## src/rtl/mem_pkg.sv

```systemverilog
// Shared FSM state encoding and memory bus direction constants for mem_master.
// INIT exists only when MEM_MASTER_INIT_EN is defined.
package mem_pkg;

`ifdef MEM_MASTER_INIT_EN
  typedef enum logic [2:0] {IDLE, WRITE, READ, DRAIN, INIT} mem_state_t;
`else
  typedef enum logic [2:0] {IDLE, WRITE, READ, DRAIN} mem_state_t;
`endif

  localparam logic MEM_WRITE = 1'b1;
  localparam logic MEM_READ  = 1'b0;

endpackage

```

## src/rtl/mem_master.sv

```systemverilog
// Burst master for a simple synchronous SRAM: write/read bursts of up to 16 beats.
// Define MEM_MASTER_INIT_EN to zero-fill the whole memory after reset before accepting requests.
//
// Handshakes: a transfer on req_* or wr_* happens on a rising edge where valid and ready
// are both high; rd_valid is a one-cycle strobe with no backpressure.
module mem_master
  import mem_pkg::*;
#(
  parameter int DATA_W   = 8,
  parameter int ADDR_W   = 8,
  parameter int MEM_SIZE = 256
) (
  input  logic              clk,
  input  logic              reset,
  input  logic              req_valid,
  output logic              req_ready,
  input  logic              req_write,
  input  logic [ADDR_W-1:0] req_addr,
  input  logic [3:0]        req_len,
  input  logic              wr_valid,
  output logic              wr_ready,
  input  logic [DATA_W-1:0] wr_data,
  output logic              rd_valid,
  output logic [DATA_W-1:0] rd_data,
  output logic              busy,
  output logic              init_done,
  output logic              mem_cs,
  output logic              mem_rw,
  output logic [ADDR_W-1:0] mem_addr,
  output logic [DATA_W-1:0] mem_wdata,
  input  logic [DATA_W-1:0] mem_rdata,
  output logic [2:0]        fsm_state
);

  mem_state_t        state;
  logic [ADDR_W-1:0] addr;
  logic [ADDR_W-1:0] addr_inc;
  logic [3:0]        beats_left;
  logic              rd_pend;

  assign addr_inc  = (addr == ADDR_W'(MEM_SIZE - 1)) ? '0 : addr + 1'b1;
  assign busy      = (state != IDLE);
  assign fsm_state = state;

`ifdef MEM_MASTER_INIT_EN
  logic init_done_r;
  assign init_done = init_done_r;
`else
  assign init_done = 1'b1;
`endif

  always_ff @(posedge clk) begin
    if (reset) begin
`ifdef MEM_MASTER_INIT_EN
      state       <= INIT;
      init_done_r <= 1'b0;
`else
      state       <= IDLE;
`endif
      addr       <= '0;
      beats_left <= '0;
      rd_pend    <= 1'b0;
      mem_cs     <= 1'b0;
      mem_rw     <= MEM_READ;
      mem_addr   <= '0;
      mem_wdata  <= '0;
      rd_valid   <= 1'b0;
      rd_data    <= '0;
      wr_ready   <= 1'b0;
      req_ready  <= 1'b0;
    end else begin
      // Read return pipe: issue cycle -> rdata valid next cycle -> rd_valid the cycle after.
      rd_pend  <= mem_cs && (mem_rw == MEM_READ);
      rd_valid <= rd_pend;
      if (rd_pend) rd_data <= mem_rdata;
      mem_cs <= 1'b0;

      case (state)
        IDLE: begin
          req_ready <= init_done;
          if (req_valid && req_ready) begin
            req_ready  <= 1'b0;
            addr       <= req_addr;
            beats_left <= req_len;
            if (req_write) begin
              state    <= WRITE;
              wr_ready <= 1'b1;
            end else begin
              state <= READ;
            end
          end
        end

        WRITE: begin
          if (!wr_ready) begin
            // Final beat has been on the bus for one cycle.
            state     <= IDLE;
            req_ready <= init_done;
          end else if (wr_valid) begin
            mem_cs     <= 1'b1;
            mem_rw     <= MEM_WRITE;
            mem_addr   <= addr;
            mem_wdata  <= wr_data;
            addr       <= addr_inc;
            beats_left <= beats_left - 4'd1;
            if (beats_left == 4'd0) wr_ready <= 1'b0;
          end
        end

        READ: begin
          mem_cs     <= 1'b1;
          mem_rw     <= MEM_READ;
          mem_addr   <= addr;
          addr       <= addr_inc;
          beats_left <= beats_left - 4'd1;
          if (beats_left == 4'd0) state <= DRAIN;
        end

        DRAIN: begin
          if (!mem_cs && !rd_pend) begin
            state     <= IDLE;
            req_ready <= init_done;
          end
        end

`ifdef MEM_MASTER_INIT_EN
        INIT: begin
          if (mem_cs && mem_addr == ADDR_W'(MEM_SIZE - 1)) begin
            state       <= IDLE;
            init_done_r <= 1'b1;
            req_ready   <= 1'b1;
          end else begin
            mem_cs    <= 1'b1;
            mem_rw    <= MEM_WRITE;
            mem_addr  <= addr;
            mem_wdata <= '0;
            addr      <= addr_inc;
          end
        end
`endif

        default: state <= IDLE;
      endcase
    end
  end

endmodule

```

## config.mk

```make
export PLATFORM = sky130hd
export DESIGN_NAME = mem_master
export DESIGN_NICKNAME = d
export VERILOG_FILES = /design/src/rtl/mem_pkg.sv /design/src/rtl/mem_master.sv
export SDC_FILE = /design/constraint.sdc
export NUM_CORES = 1
export LEC_CHECK = 0
export BUFFER_PORTS_ARGS = -buffer_cell sky130_fd_sc_hd__buf_2
export CAP_MARGIN = 10
export CORE_MARGIN = 2
export CORE_UTILIZATION = 50
export CTS_BUF_LIST = sky130_fd_sc_hd__clkbuf_16
export CTS_CLUSTER_SIZE = 30
export DETAILED_ROUTE_END_ITERATION = 8
export PLACE_DENSITY = 0.79
export SETUP_SLACK_MARGIN = 0.3
export SYNTH_ARGS = -nofsm -noshare
export SYNTH_HDL_FRONTEND = slang
export SYNTH_SLANG_ARGS = --single-unit
export TNS_END_PERCENT = 30
```

## constraint.sdc

```tcl
create_clock -name clk -period 2.2 [get_ports clk]
set_input_delay 0 -clock clk [delete_from_list [all_inputs] [get_ports clk]]
set_output_delay 0 -clock clk [all_outputs]
set_load 0.005 [all_outputs]
```

## Yosys cells after proc, flatten, opt, wreduce, memory -nomap -nowiden

Index checks and enable logic that the tools add are counted.

| word-level totals | value |
|---|---|
| flip-flop bits (word level) | 45 |
| input port bits | 33 |

| operators by class | value |
|---|---|
| bitwise operators | 1 |
| reductions and logical operators | 18 |
| add/subtract/negate cells | 2 |
| mux-type cells | 34 |
| equal/unequal tests | 11 |

Operators with widths:

| cell | number |
|---|---|
| $mux 8 | 6 |
| $pmux 8 s3 | 1 |
| $pmux 8 s2 | 1 |
| $ne 2x2->1 const B | 7 |
| $mux 1 | 12 |
| $mux 3 | 4 |
| $mux 4 | 3 |
| $pmux 3 s4 | 1 |
| $pmux 4 s3 | 1 |
| $reduce_and 3->1 | 4 |
| $reduce_bool 3->1 | 3 |
| $add 8x1->8 const B | 1 |
| $eq 8x8->1 const B | 1 |
| $reduce_and 4->1 | 2 |
| $eq 3x2->1 const B | 2 |
| $pmux 1 s2 | 3 |
| $logic_not 4->1 | 1 |
| $reduce_bool 2->1 | 2 |
| $sub 4x1->4 const B | 1 |
| $eq 3x1->1 const B | 1 |
| $logic_and 1x1->1 | 3 |
| $logic_not 3->1 | 1 |
| $pmux 1 s3 | 1 |
| $logic_not 1->1 | 2 |
| 2 further kinds | 2 |

## Depth between registers and ports, before layout

Gate-level depths: netlist (run 1).

| depth | value |
|---|---|
| depth in word-level cells | 5 |
| depth in mapped cells | 8 |

## Least setup slack after synthesis (run 1)

Ideal clock, no wire load.

| timing path | value |
|---|---|
| kind | reg-to-reg |
| start point | register state[1], in the netlist fsm_state[1] |
| end point | register beats_left[3] |
| setup time | 0.132 ns |
| cell stages (with the launch flop) | 9 |
| arrival | 1.620 ns |
| required time | 2.068 ns |
| buffers on the path | 2 |
| slack | 0.448 ns |
| cell sequence | dfxtp_1 inv_1 ha_1 buf_6 a21boi_4 or3_4 buf_6 a21oi_1 o32ai_2 |

| on the way | value |
|---|---|
| word-level cells in the longest chain between the ends | 3 |
| elaborated cells on any way between the ends | 9 |
| classes of those cells | eq/ne: 5; mux: 1; reduce/logical: 3 |

Ends and longest elaborated chain:

| element | line | source |
|---|---|---|
| start: declaration | mem_master.sv:35 | `mem_state_t state;` |
| start signal: assignment | mem_master.sv:58 | `state <= IDLE;` |
| start signal: assignment | mem_master.sv:86 | `state <= WRITE;` |
| start signal: assignment | mem_master.sv:89 | `state <= READ;` |
| $eq 3x1->1, or another cell as far along | mem_master.sv:78 | `case (state)` |
| $ne 2x2->1 (no source line) or $reduce_bool 3->1 (tied branches) | -- |  |
| $reduce_and 4->1 (no source line) | -- |  |
| end signal: assignment | mem_master.sv:84 | `beats_left <= req_len;` |
| end signal: assignment | mem_master.sv:105 | `beats_left <= beats_left - 4'd1;` |
| end signal: assignment | mem_master.sv:115 | `beats_left <= beats_left - 4'd1;` |
| end: declaration | mem_master.sv:38 | `logic [3:0] beats_left;` |

Parallel ways exist; a longest one is shown, timed or not.
A chain may end at the register's enable or synchronous reset.

## Worst setup path in the final report (run 1)

| timing path | value |
|---|---|
| start point | register state[0], in the netlist fsm_state[0] |
| end point | register addr[0] |

| on the way | value |
|---|---|
| word-level cells in the longest chain between the ends | 3 |
| elaborated cells on any way between the ends | 9 |
| classes of those cells | eq/ne: 5; mux: 1; reduce/logical: 3 |

Ends and longest elaborated chain:

| element | line | source |
|---|---|---|
| $eq 3x1->1, or another cell as far along | mem_master.sv:78 |  |
| $ne 2x2->1 (no source line) or $reduce_bool 3->1 (tied branches) | -- |  |
| $reduce_and 4->1 (no source line) | -- |  |
| end signal: assignment | mem_master.sv:83 | `addr <= req_addr;` |
| end signal: assignment | mem_master.sv:104 | `addr <= addr_inc;` |
| end signal: assignment | mem_master.sv:114 | `addr <= addr_inc;` |
| end: declaration | mem_master.sv:36 | `logic [ADDR_W-1:0] addr;` |

Parallel ways exist; a longest one is shown, timed or not.

==> summary.md, run 1 <==
| Metric | Value |
|---|---|
| Status | `complete, no violations` |
| M3 GR Usage | `0.0649` |
| Die W | `about 69 um` |
| Final TNS setup | `0 ps` |
| Worst setup SP type | `register` |
| Fin Clk Skew | `roughly 6.0 ps` |
| Least-Margin Pin Slew | `~670 ps` |
| Clock power frac | `0.261` |
| Avg Cell Area, Syn | `between 9 and 10 um^2` |
| RSZ-0062 raised after global routing | `true` |
| Congestion Overflow GR | `0` |
| Final hold slack | `roughly 40 ps` |
| Post CTS Setup Buffer Count | `0` |
| Root Driver | `clkbuf_16` |
| Arrival @ worst endpoint | `~1900 ps` |
| Met1 usage | `0.269` |
| Clock Pin Slew Worst Setup and Hold Paths | `~60 ps` |
| Final hold vios | `0` |
| Drt total wl | `4910 um` |
| PwrDens | `between 1000 and 1500 mW/mm^2` |
| Die span in y | `68.8 um` |
| Library cells used by synthesis | `49` |
| GPL Wtd Cong | `about 0.78` |
| Routed vias/inst | `roughly 5.4` |
| LEAKAGE | `~1.2 nW` |
| Worst R2R End | `addr[0]` |
| Crit-path leading delay family | `compound AO/OA/AOI/OAI gates` |
| Sequential area share after synthesis | `0.419` |
| Rel. slew slack | `0.554` |
| Gr usage total | `0.218` |
| Worst R2R Path Depth | `6` |
| CP required | `between 2000 and 2500 ps` |
| Vias in the first global route | `approximately 1,800` |
| Final worst path period need | `between 1500 and 2000 ps` |
| Net switching power | `~1.2 mW` |
| Final slew viol count | `0` |
| First-pass GRT wire length | `7820 um` |
| ANT nets after route | `0` |
| Tot Pwr | `3.22 mW` |
| Final WS setup | `between 400 and 500 ps` |
| GR met2 Demand/Resource | `0.368` |
| IO Pins | `67` |
| Worst R2R Start | `fsm_state[0]` |
| CP max stage delay | `between 400 and 500 ps` |
| Synth Register Bits | `44` |
| Iteration count of the initial detailed-routing pass | `4` |
| Switching Share | `0.358` |
| Worst IR Drop VDD | `between 0.5 and 0.6 mV` |
| Highest Clock Rate | `about 560 MHz` |
| Core area | `about 0.0040 mm^2` |
| CTS Buffer Depth | `2` |
| Crit Path Category | `register to register` |
| # diodes | `0` |
| Sequential share of power | `0.349` |
| Hold path depth | `3` |
| FF-to-FF setup slack | `roughly 400 ps` |
| Clk sinks | `44` |
| Via count | `a little under 2,000` |
| Crit end category | `register` |
| DRC viols | `0` |
| Slowest stage cell, crit path | `or3_4` |
| Final worst-path cycle share | `0.818` |
| WHS Endpoint | `beats_left[1]` |
| Post-Syn Instances | `~230` |
| # port buffers | `64` |
| Share of cells above drive strength 1 | `0.300` |
| Post-synthesis cell area | `~0.0021 mm^2` |
| Initial Util | `0.521` |
| Nets@finish | `349` |
| H-tree depth | `2` |
| Post-Syn Nets | `~270` |
| CTS tree | `done` |
| Initial antenna violation count | `0` |
| Max Cap Viol | `0` |
| Clk_lat worst skew | `roughly 280 ps` |
| Routed WL per cell | `~14 um` |
| CP cell instances | `inv_1 > ha_1 > a21boi_4 > or3_4 > a221oi_2 > a211oi_2` |
| Hold path start | `req_len[1]` |
| Die area | `approximately 0.0047 mm^2` |
| Area added between synthesis and finish | `32.3%` |
| Prevailing post-synth register cell | `dfxtp_1` |
| Row count | `23` |
| Place WS | `about 320 ps` |
| Combinational Power Share | `0.390` |
| Initial drt markers | `115` |
| Ys async rst share | `0` |
| Cell-internal power | `slightly above 2 mW` |
| Type of the worst min-delay path | `primary input to register` |
| Worst Path Buf+Inv | `1` |
| Yosys warns | `0` |
| Largest net degree at the start of global routing | `37` |
| Post-synth EDFFs | `0` |
| Total CTS buffers | `5` |
| Busiest grt layer | `met2` |
| Endpoints failing setup | `0` |
| DPL Wire Length | `3300 um` |
| Worst-path fanout max | `12` |
-- flip-flops by register name, indices dropped and copies added, names as in the netlist --
name and flops:
mem_wdata 8, wr_ready 1, rd_data 8, mem_rw 1, mem_addr 8, rd_valid 1
mem_cs 1, rd_pend 1, beats_left 4, req_ready 1, fsm_state 2, addr 8
-- cells by family (layout without fill, tap and decap cells) --
group / count (synthesis) / in the layout / synth area share
compound gates: 60 / 60 / 0.213
flops: 44 / 44 / 0.419
buf+inv: 24 / 102 / 0.0548
mux: 18 / 18 / 0.0858
other cells: 2 / 2 / 0.00357
fa+ha+maj: 7 / 7 / 0.0417
simple gates: 77 / 77 / 0.182
-- how the worst max path moves through the flow --
stage / start / end / cells past startpoint
4_1_cts: fsm_state[0] / addr[0] / 6
5_1_grt: fsm_state[0] / addr[3] / 6
3_3_place_gp: fsm_state[0] / addr[0] / 6
2_1_floorplan: fsm_state[1] / beats_left[3] / 8
3_5_place_dp: fsm_state[0] / addr[0] / 6
6_report: fsm_state[0] / addr[0] / 6
-- power by group through the flow --
stage	clock network (mW)	registers [mW]	logic, mW
floorplan	0	1.10	0.933
global placement	0	1.13	1.18
detailed placement	0	1.14	1.20
CTS	0.853	1.12	1.22
global route	0.886	1.14	1.39
finish	0.840	1.12	1.26
-- worst min-delay path, delay by kind of cell --
family          cells  cell delay [ps]
compound gates      2              210
buf+inv             1               80
-- cells in the mapped netlist, types with 3 or more instances --
master | number | share of area
nand2_1 | 29 | 0.052
inv_1 | 10 | 0.018
clkbuf_1 | 7 | 0.013
dfxtp_1 | 44 | 0.42
nor2_1 | 18 | 0.032
ha_1 | 7 | 0.042
o21ai_0 | 9 | 0.021
mux2i_1 | 18 | 0.086
o32ai_2 | 3 | 0.023
a211oi_1 | 6 | 0.021
nand2b_1 | 4 | 0.012
a21oi_1 | 18 | 0.043
o21a_1 | 4 | 0.014
nor2b_1 | 5 | 0.015
nand3_1 | 3 | 0.0071
nor3b_1 | 3 | 0.011
-- timing repair --
item	in CTS	in global routing
gates resized for setup	0	5
hold buffers	16	0
hold endpoints to repair	16	0
endpoints found under the setup margin	0	16
-- cells in the final DEF (no fill, tap or decap), types with 3 or more instances in the layout --
master         synthesis  final
o32ai_2                3      3
nand3_1                3      3
ha_1                   7      6
nor2_1                18     18
mux2i_1               18     18
nand2_1               29     29
nand2b_1               4      4
buf_2                  2     64
dfxtp_1               44     43
o21ai_0                9      8
nor2b_1                5      5
nor3b_1                3      3
dlygate4sd3_1          0     16
inv_1                 10     10
buf_4                  2      4
clkbuf_16              0      5
a21oi_1               18     18
o21a_1                 4      4
a211oi_1               6      6
-- stage by stage --
| stage | utilization | cells | area [um^2] |
|---|---|---|---|
| after detailed placement | 0.605 | 336 | 2440 |
| after global placement | 0.605 | 336 | 2440 |
| after CTS | 0.686 | 360 | 2760 |
| after global routing | 0.690 | 360 | 2780 |
| after floorplan | - | 232 | 2100 |
| final | 0.690 | 360 | 2780 |
-- routing by layer --
| metal | routed length [um] | up-vias |
|---|---|---|
| met1 | 2210 | 892 |
| met5 | 0 | - |
| li1 | - | 974 |
| met3 | 278 | 10 |
| met4 | 80 | 0 |
| met2 | 2340 | 53 |
-- area by class of cell --
cell class              instances  area, um^2
fillers                       325        1250
multi-input cells             164        1120
flip-flops and latches         44         882
repair buffers                 84         510
clock buffers                   5         125
well taps                      50        62.6
clock inverters                 3        42.5
inverters                      10        37.5
No activity file was read; power rests on OpenSTA's default activity.
==> run 2: changes to the inputs <==
- clock period: 2.2 -> 1.75 ns (I/O delays scaled with it)
==> run 2 against run 1 <==
  * Register-to-register slack worse by 210 ps
  * Via count up 5.8%
  * Worst setup slack worse by 210 ps
  * Clock skew down 2.4 ps
  * Largest cell class unchanged
  * Die area unchanged
  * Fmax up 15%
  * Sequential share of layout area down 2.5 points
  * Highest routed layer unchanged
  * Critical path type unchanged
  * Combinational power up 76%
==> summary.md, run 2 (synthesis results as in run 1) <==
| Metric | Value |
|---|---|
| Status | `complete, no violations` |
| Clock Pin Slew Worst Setup and Hold Paths | `60 ps (about the same)` |
| RSZ-0062 raised after global routing | `true` |
| Largest net degree at the start of global routing | `26 (-30%)` |
| Endpoints failing setup | `0 (unchanged)` |
| Hold path start | `req_len[1]` |
| CTS tree | `done` |
| Commonest non-fill, non-tap cell in the layout | `buf_2` |
| Routed vias/inst | `5.36 (about the same)` |
| Core area | `0.00403 mm^2 (unchanged)` |
| # port buffers | `64 (unchanged)` |
| Register area | `888 um^2 (+0.71%)` |
| Final hold vios | `0 (unchanged)` |
| Die area | `0.00474 mm^2 (unchanged)` |
| PwrDens | `1490 mW/mm^2 (+29%)` |
| Worst IR Drop VDD | `0.847 mV (+47%)` |
| Die span in y | `68.8 um (unchanged)` |
| # diodes | `0 (unchanged)` |
| Iteration count of the initial detailed-routing pass | `4 (unchanged)` |
| Crit Path Category | `register to register` |
| First-pass GRT wire length | `8920 um (+14%)` |
| Share of cells above drive strength 1 | `0.390 (+0.0897)` |
| CP max stage delay | `480 ps (+50 ps)` |
| Fin Clk Skew | `3.59 ps (-2.41 ps)` |
| CP required | `1960 ps (-380 ps)` |
| Most frequent cells in the layout | `buf_2 (65), dfxtp_1 (42), nand2_1 (28)` |
| Root Driver | `clkbuf_16` |
| Final TNS setup | `0 ps (unchanged)` |
| Initial drt markers | `148 (+29%)` |
| Routed WL per cell | `14.7 um (+8.0%)` |
| Worst R2R Start | `fsm_state[0]` |
| Die W | `68.8 um (unchanged)` |
| Nets@finish | `370 (+6.0%)` |
| Arrival @ worst endpoint | `1770 ps (-170 ps)` |
| Clk_lat worst skew | `290 ps (about the same)` |
| ANT nets after route | `0 (unchanged)` |
| Final instance area | `0.00304 mm^2 (+9.3%)` |
| Slowest stage cell, crit path | `or3_4` |
| Initial Util | `0.521 (unchanged)` |
| Post-DP Area | `0.00256 mm^2 (+5.0%)` |
| Type of the worst min-delay path | `primary input to register` |
| Filler cells | `290 (-11%)` |
| CTS Buffer Depth | `2 (unchanged)` |
| H-tree depth | `2 (unchanged)` |
| Worst-path fanout max | `5 (-7)` |
| Initial antenna violation count | `0 (unchanged)` |
| DPL Wire Length | `3510 um (+6.4%)` |
| Max Cap Viol | `0 (unchanged)` |
| Drt total wl | `5610 um (+14%)` |
| CP cell instances | `ha_1 > or3_4 > buf_6 > o32ai_2` |
| Row count | `23 (unchanged)` |
| Footprint of the multi-input gates | `0.00122 mm^2 (+8.8%)` |
| LEAKAGE | `1.29 nW (+10%)` |
| Vias in the first global route | `2,029 (+14%)` |
| Final worst-path cycle share | `0.891 (+0.0732)` |
| DRC viols | `0 (unchanged)` |
| Crit end category | `register` |
| Highest Clock Rate | `641 MHz (+15%)` |
| Final slew viol count | `0 (unchanged)` |
| Critical path origin | `fsm_state[0]` |
| Final worst path period need | `1560 ps (-240 ps)` |
| Via count | `2,041 (+5.8%)` |
| Gr usage total | `0.256 (+0.0376)` |
| Worst setup SP type | `register` |
| GPL Wtd Cong | `0.814 (+4.0%)` |
| IO Pins | `67 (unchanged)` |
| Total CTS buffers | `5 (unchanged)` |
| Area added between synthesis and finish | `44.7%` |
| Congestion Overflow GR | `0 (unchanged)` |
| Clk sinks | `44 (unchanged)` |
[run 2: cell count changes in the layout (fill, tap and decap cells not counted), sizes merged]
| cell | change |
|---|---|
| buf | +20 |
| bufinv | -1 |
| inv | +1 |
| or3 | +1 |
[run 2: timing repair]
item / 4_1_cts / 5_1_grt
buffers inserted: 3 / 3
cloned: 2 / 0
pin swaps: 6 / 5
setup endpoints to repair: 18 / 23
hold buffers: 16 / 0
resized for setup: 18 / 7
hold endpoints to repair: 16 / 0
[run 2: metal layers]
metal  vias up  part of all wire  GRT usage
met5         -                 0          0
li1       1015                 -          -
met4         0             0.021      0.135
met1       946              0.42      0.293
met2        69              0.50      0.434
met3        11             0.060     0.0682
[run 2: power breakdown]
| group | switching, mW | internal (mW) | total [mW] | leakage (nW) |
|---|---|---|---|---|
| sequential | 0.204 | 1.20 | 1.40 | 0.359 |
| combinational | 1.12 | 1.10 | 2.22 | 0.864 |
| clock | 0.392 | 0.524 | 0.916 | 0.0678 |
| total | 1.71 | 2.82 | 4.54 | 1.29 |
[run 2: area by class of cell]
class,count,area share
clock inverters,3,0.00576
repair buffers,104,0.224
inverters,10,0.0148
well taps,50,0.0206
flip-flops and latches,44,0.292
clock buffers,5,0.0412
multi-input cells,165,0.401
[run 2: worst max-delay path: cells and delay by family, from the launching register on]
family / cells / cell delay (ps)
AND/OR/NAND/NOR: 1 / 480
flip-flops: 1 / 370
adder cells (fa/ha/maj): 1 / 300
AO/OA/AOI/OAI: 1 / 170
buffers and inverters: 1 / 150
[run 2: per-stage QoR]
stage | util | power (mW) | cells | hold WS (ps) | setup WS (ps)
after global placement | 0.635 | 3.11 | 349 | 231 | 102
after global routing | 0.754 | 4.79 | 381 | 55.4 | 139
final | 0.754 | 4.54 | 381 | 28.7 | 191
after detailed placement | 0.635 | 3.14 | 349 | 248 | 81.2
after CTS | 0.737 | 4.34 | 378 | 23.1 | 229
after floorplan | - | 2.60 | 232 | 136 | 134
[run 2: path summary, 6_finish.rpt]
check / end / slack (ps) / cells past startpoint
worst max-delay path: addr[2] / 190 / 4
worst min-delay path: beats_left[1] / 30 / 3
worst max register to register: addr[2] / 190 / 4
worst min register to register: rd_pend / 440 / 1
==> run 3: changes to the inputs <==
==> constraint.sdc (replaced) <==
create_clock -name clk -period 1.75 [get_ports clk]
set_input_delay 0.35 -clock clk [delete_from_list [all_inputs] [get_ports clk]]
set_output_delay 0.35 -clock clk [all_outputs]
set_load 0.005 [all_outputs]
==> run 3 against run 2 <==
  * Cell count is 5.0% lower
  * Utilization is 3.4 points lower
  * First-iteration DRC count is 11% higher
  * Via count is 0.98% lower
  * Critical path depth is 2 higher
  * Count of clock-buffer cells in the layout stayed put
==> summary.md, run 3 (synthesis results as in run 1) <==
| Metric | Value |
|---|---|
| Register area | `888 um^2 (unchanged)` |
| CTS Buffer Depth | `2 (unchanged)` |
| Core area | `0.00403 mm^2 (unchanged)` |
| Hold bufs inserted after CTS | `0 (-16)` |
| Commonest non-fill, non-tap cell in the layout | `buf_2` |
| Utilization of the core after routing | `0.720 (-0.0342)` |
| LEAKAGE | `1.22 nW (-5.5%)` |
| M3 GR Usage | `0.0763 (+0.00812)` |
| Clock Pin Slew Worst Setup and Hold Paths | `60 ps (about the same)` |
| Endpoints failing setup | `0 (unchanged)` |
| DPL Wire Length | `3580 um (+1.9%)` |
| Max Cap Viol | `0 (unchanged)` |
| Initial drt markers | `165 (+11%)` |
| Root Driver | `clkbuf_16` |
| Worst R2R End | `addr[0]` |
| Critical path origin | `fsm_state[1]` |
| Gr usage total | `0.226 (-0.0299)` |
| Initial Util | `0.521 (unchanged)` |
| Status | `complete, no violations` |
| Iteration count of the initial detailed-routing pass | `4 (unchanged)` |
| Fin Clk Skew | `3.79 ps (+0.206 ps)` |
| Via count | `2,021 (-0.98%)` |
| DRC viols | `0 (unchanged)` |
| FF-to-FF setup slack | `190 ps (about the same)` |
| GR met2 Demand/Resource | `0.382 (-0.0517)` |
| Area added between synthesis and finish | `38.1%` |
| Share of cells above drive strength 1 | `0.433 (+0.0430)` |
| Vias in the first global route | `1,767 (-13%)` |
| Tot Pwr | `4.53 mW (-0.16%)` |
| Crit Path Category | `register to register` |
| Type of the worst min-delay path | `primary input to register` |
| Die span in y | `68.8 um (unchanged)` |
| Worst R2R Path Depth | `6 (+2)` |
| RSZ-0062 raised after global routing | `true` |
| Routed vias/inst | `5.58 (+4.2%)` |
| Footprint of the multi-input gates | `0.00126 mm^2 (+3.6%)` |
| Worst setup SP type | `register` |
| PwrDens | `1560 mW/mm^2 (+4.6%)` |
| Nets@finish | `352 (-4.9%)` |
| Arrival @ worst endpoint | `1730 ps (-40 ps)` |
| Most frequent cells in the layout | `buf_2 (63), dfxtp_1 (42), nand2_1 (26)` |
| Final slew viol count | `0 (unchanged)` |
| Routed WL per cell | `15.1 um (+2.7%)` |
| Final cell count without fillers | `362 (-5.0%)` |
| Drt total wl | `5480 um (-2.4%)` |
| First-pass GRT wire length | `7940 um (-11%)` |
| Worst R2R Start | `fsm_state[1]` |
| Final worst-path cycle share | `0.892 (+0.00107)` |
| Crit end category | `register` |
| Row count | `23 (unchanged)` |
| Placed insts | `349 (unchanged)` |
| Largest net degree at the start of global routing | `19 (-27%)` |
| IO Pins | `67 (unchanged)` |
| Final TNS setup | `0 ps (unchanged)` |
| Highest Clock Rate | `641 MHz (-0.12%)` |
| Final worst path period need | `1560 ps (+1.87 ps)` |
| Congestion Overflow GR | `0 (unchanged)` |
| Worst IR Drop VDD | `0.761 mV (-10%)` |
| Filler cells | `323 (+11%)` |
| Die area | `0.00474 mm^2 (unchanged)` |
| Clk sinks | `44 (unchanged)` |
| Worst-path fanout max | `6 (+1)` |
| Clk_lat worst skew | `280 ps (about the same)` |
| Critical Path End | `addr[0]` |
| Die W | `68.8 um (unchanged)` |
| H-tree depth | `2 (unchanged)` |
| Met1 usage | `0.267 (-0.0267)` |
| Busiest grt layer | `met2` |
| ANT nets after route | `0 (unchanged)` |
| CTS tree | `done` |
| GPL Wtd Cong | `0.814 (about the same)` |
| Final hold vios | `0 (unchanged)` |
| # diodes | `0 (unchanged)` |
| CP required | `1920 ps (-40 ps)` |
| Initial antenna violation count | `0 (unchanged)` |
| Total CTS buffers | `5 (unchanged)` |
| # port buffers | `64 (unchanged)` |
## run 3: layout make-up
class,instances,area share
clock inverter,2,0.00431
timing repair buffer,86,0.173
clock buffer,5,0.0431
tap,50,0.0216
multi-input combinational,165,0.435
inverter,10,0.0164
sequential,44,0.306
## run 3: where the power goes
group | internal, mW | leakage [nW] | switching (mW) | total (mW)
registers | 1.20 | 0.359 | 0.220 | 1.42
logic | 1.11 | 0.795 | 1.12 | 2.23
clock network | 0.517 | 0.0657 | 0.364 | 0.882
## run 3: critical path: stages (launching register included)
cell and delay [ps]:
dfxtp_4 380, inv_6 50, ha_4 160, a21boi_4 150, or3_4 440, a221oi_2 220
a211oi_2 50
## run 3: how the worst min path moves through the flow
stage | from | to | slack, ps | cells after the start
after global placement | mem_wdata[7] | mem_wdata[7] | 440 | 2
after floorplan | mem_rw | rd_pend | 440 | 1
after CTS | mem_rdata[0] | rd_data[0] | 300 | 3
final | mem_rdata[5] | rd_data[5] | 300 | 3
after global routing | mem_rdata[0] | rd_data[0] | 300 | 3
after detailed placement | mem_wdata[2] | mem_wdata[2] | 440 | 2
## run 3: layer usage
| metal | part of all wire | up-vias |
|---|---|---|
| met5 | 0 | - |
| met4 | 0.026 | 0 |
| met3 | 0.075 | 16 |
| met2 | 0.50 | 79 |
| met1 | 0.40 | 947 |
| li1 | - | 979 |
## run 3: repair_timing
item                       4_1_cts  5_1_grt
gates resized for setup         14       26
gates cloned                     1        0
hold endpoints to repair         0        0
buffers inserted                 3        2
pin swaps                        8       10
setup endpoints to repair       20       24
## run 3: per-stage QoR
step	hold WS, ps	setup WS [ps]	instance area, um^2
4_1_cts	299	202	2780
3_3_place_gp	439	81.6	2560
2_1_floorplan	438	134	2120
6_report	298	189	2900
5_1_grt	305	136	2900
3_5_place_dp	443	32.0	2560
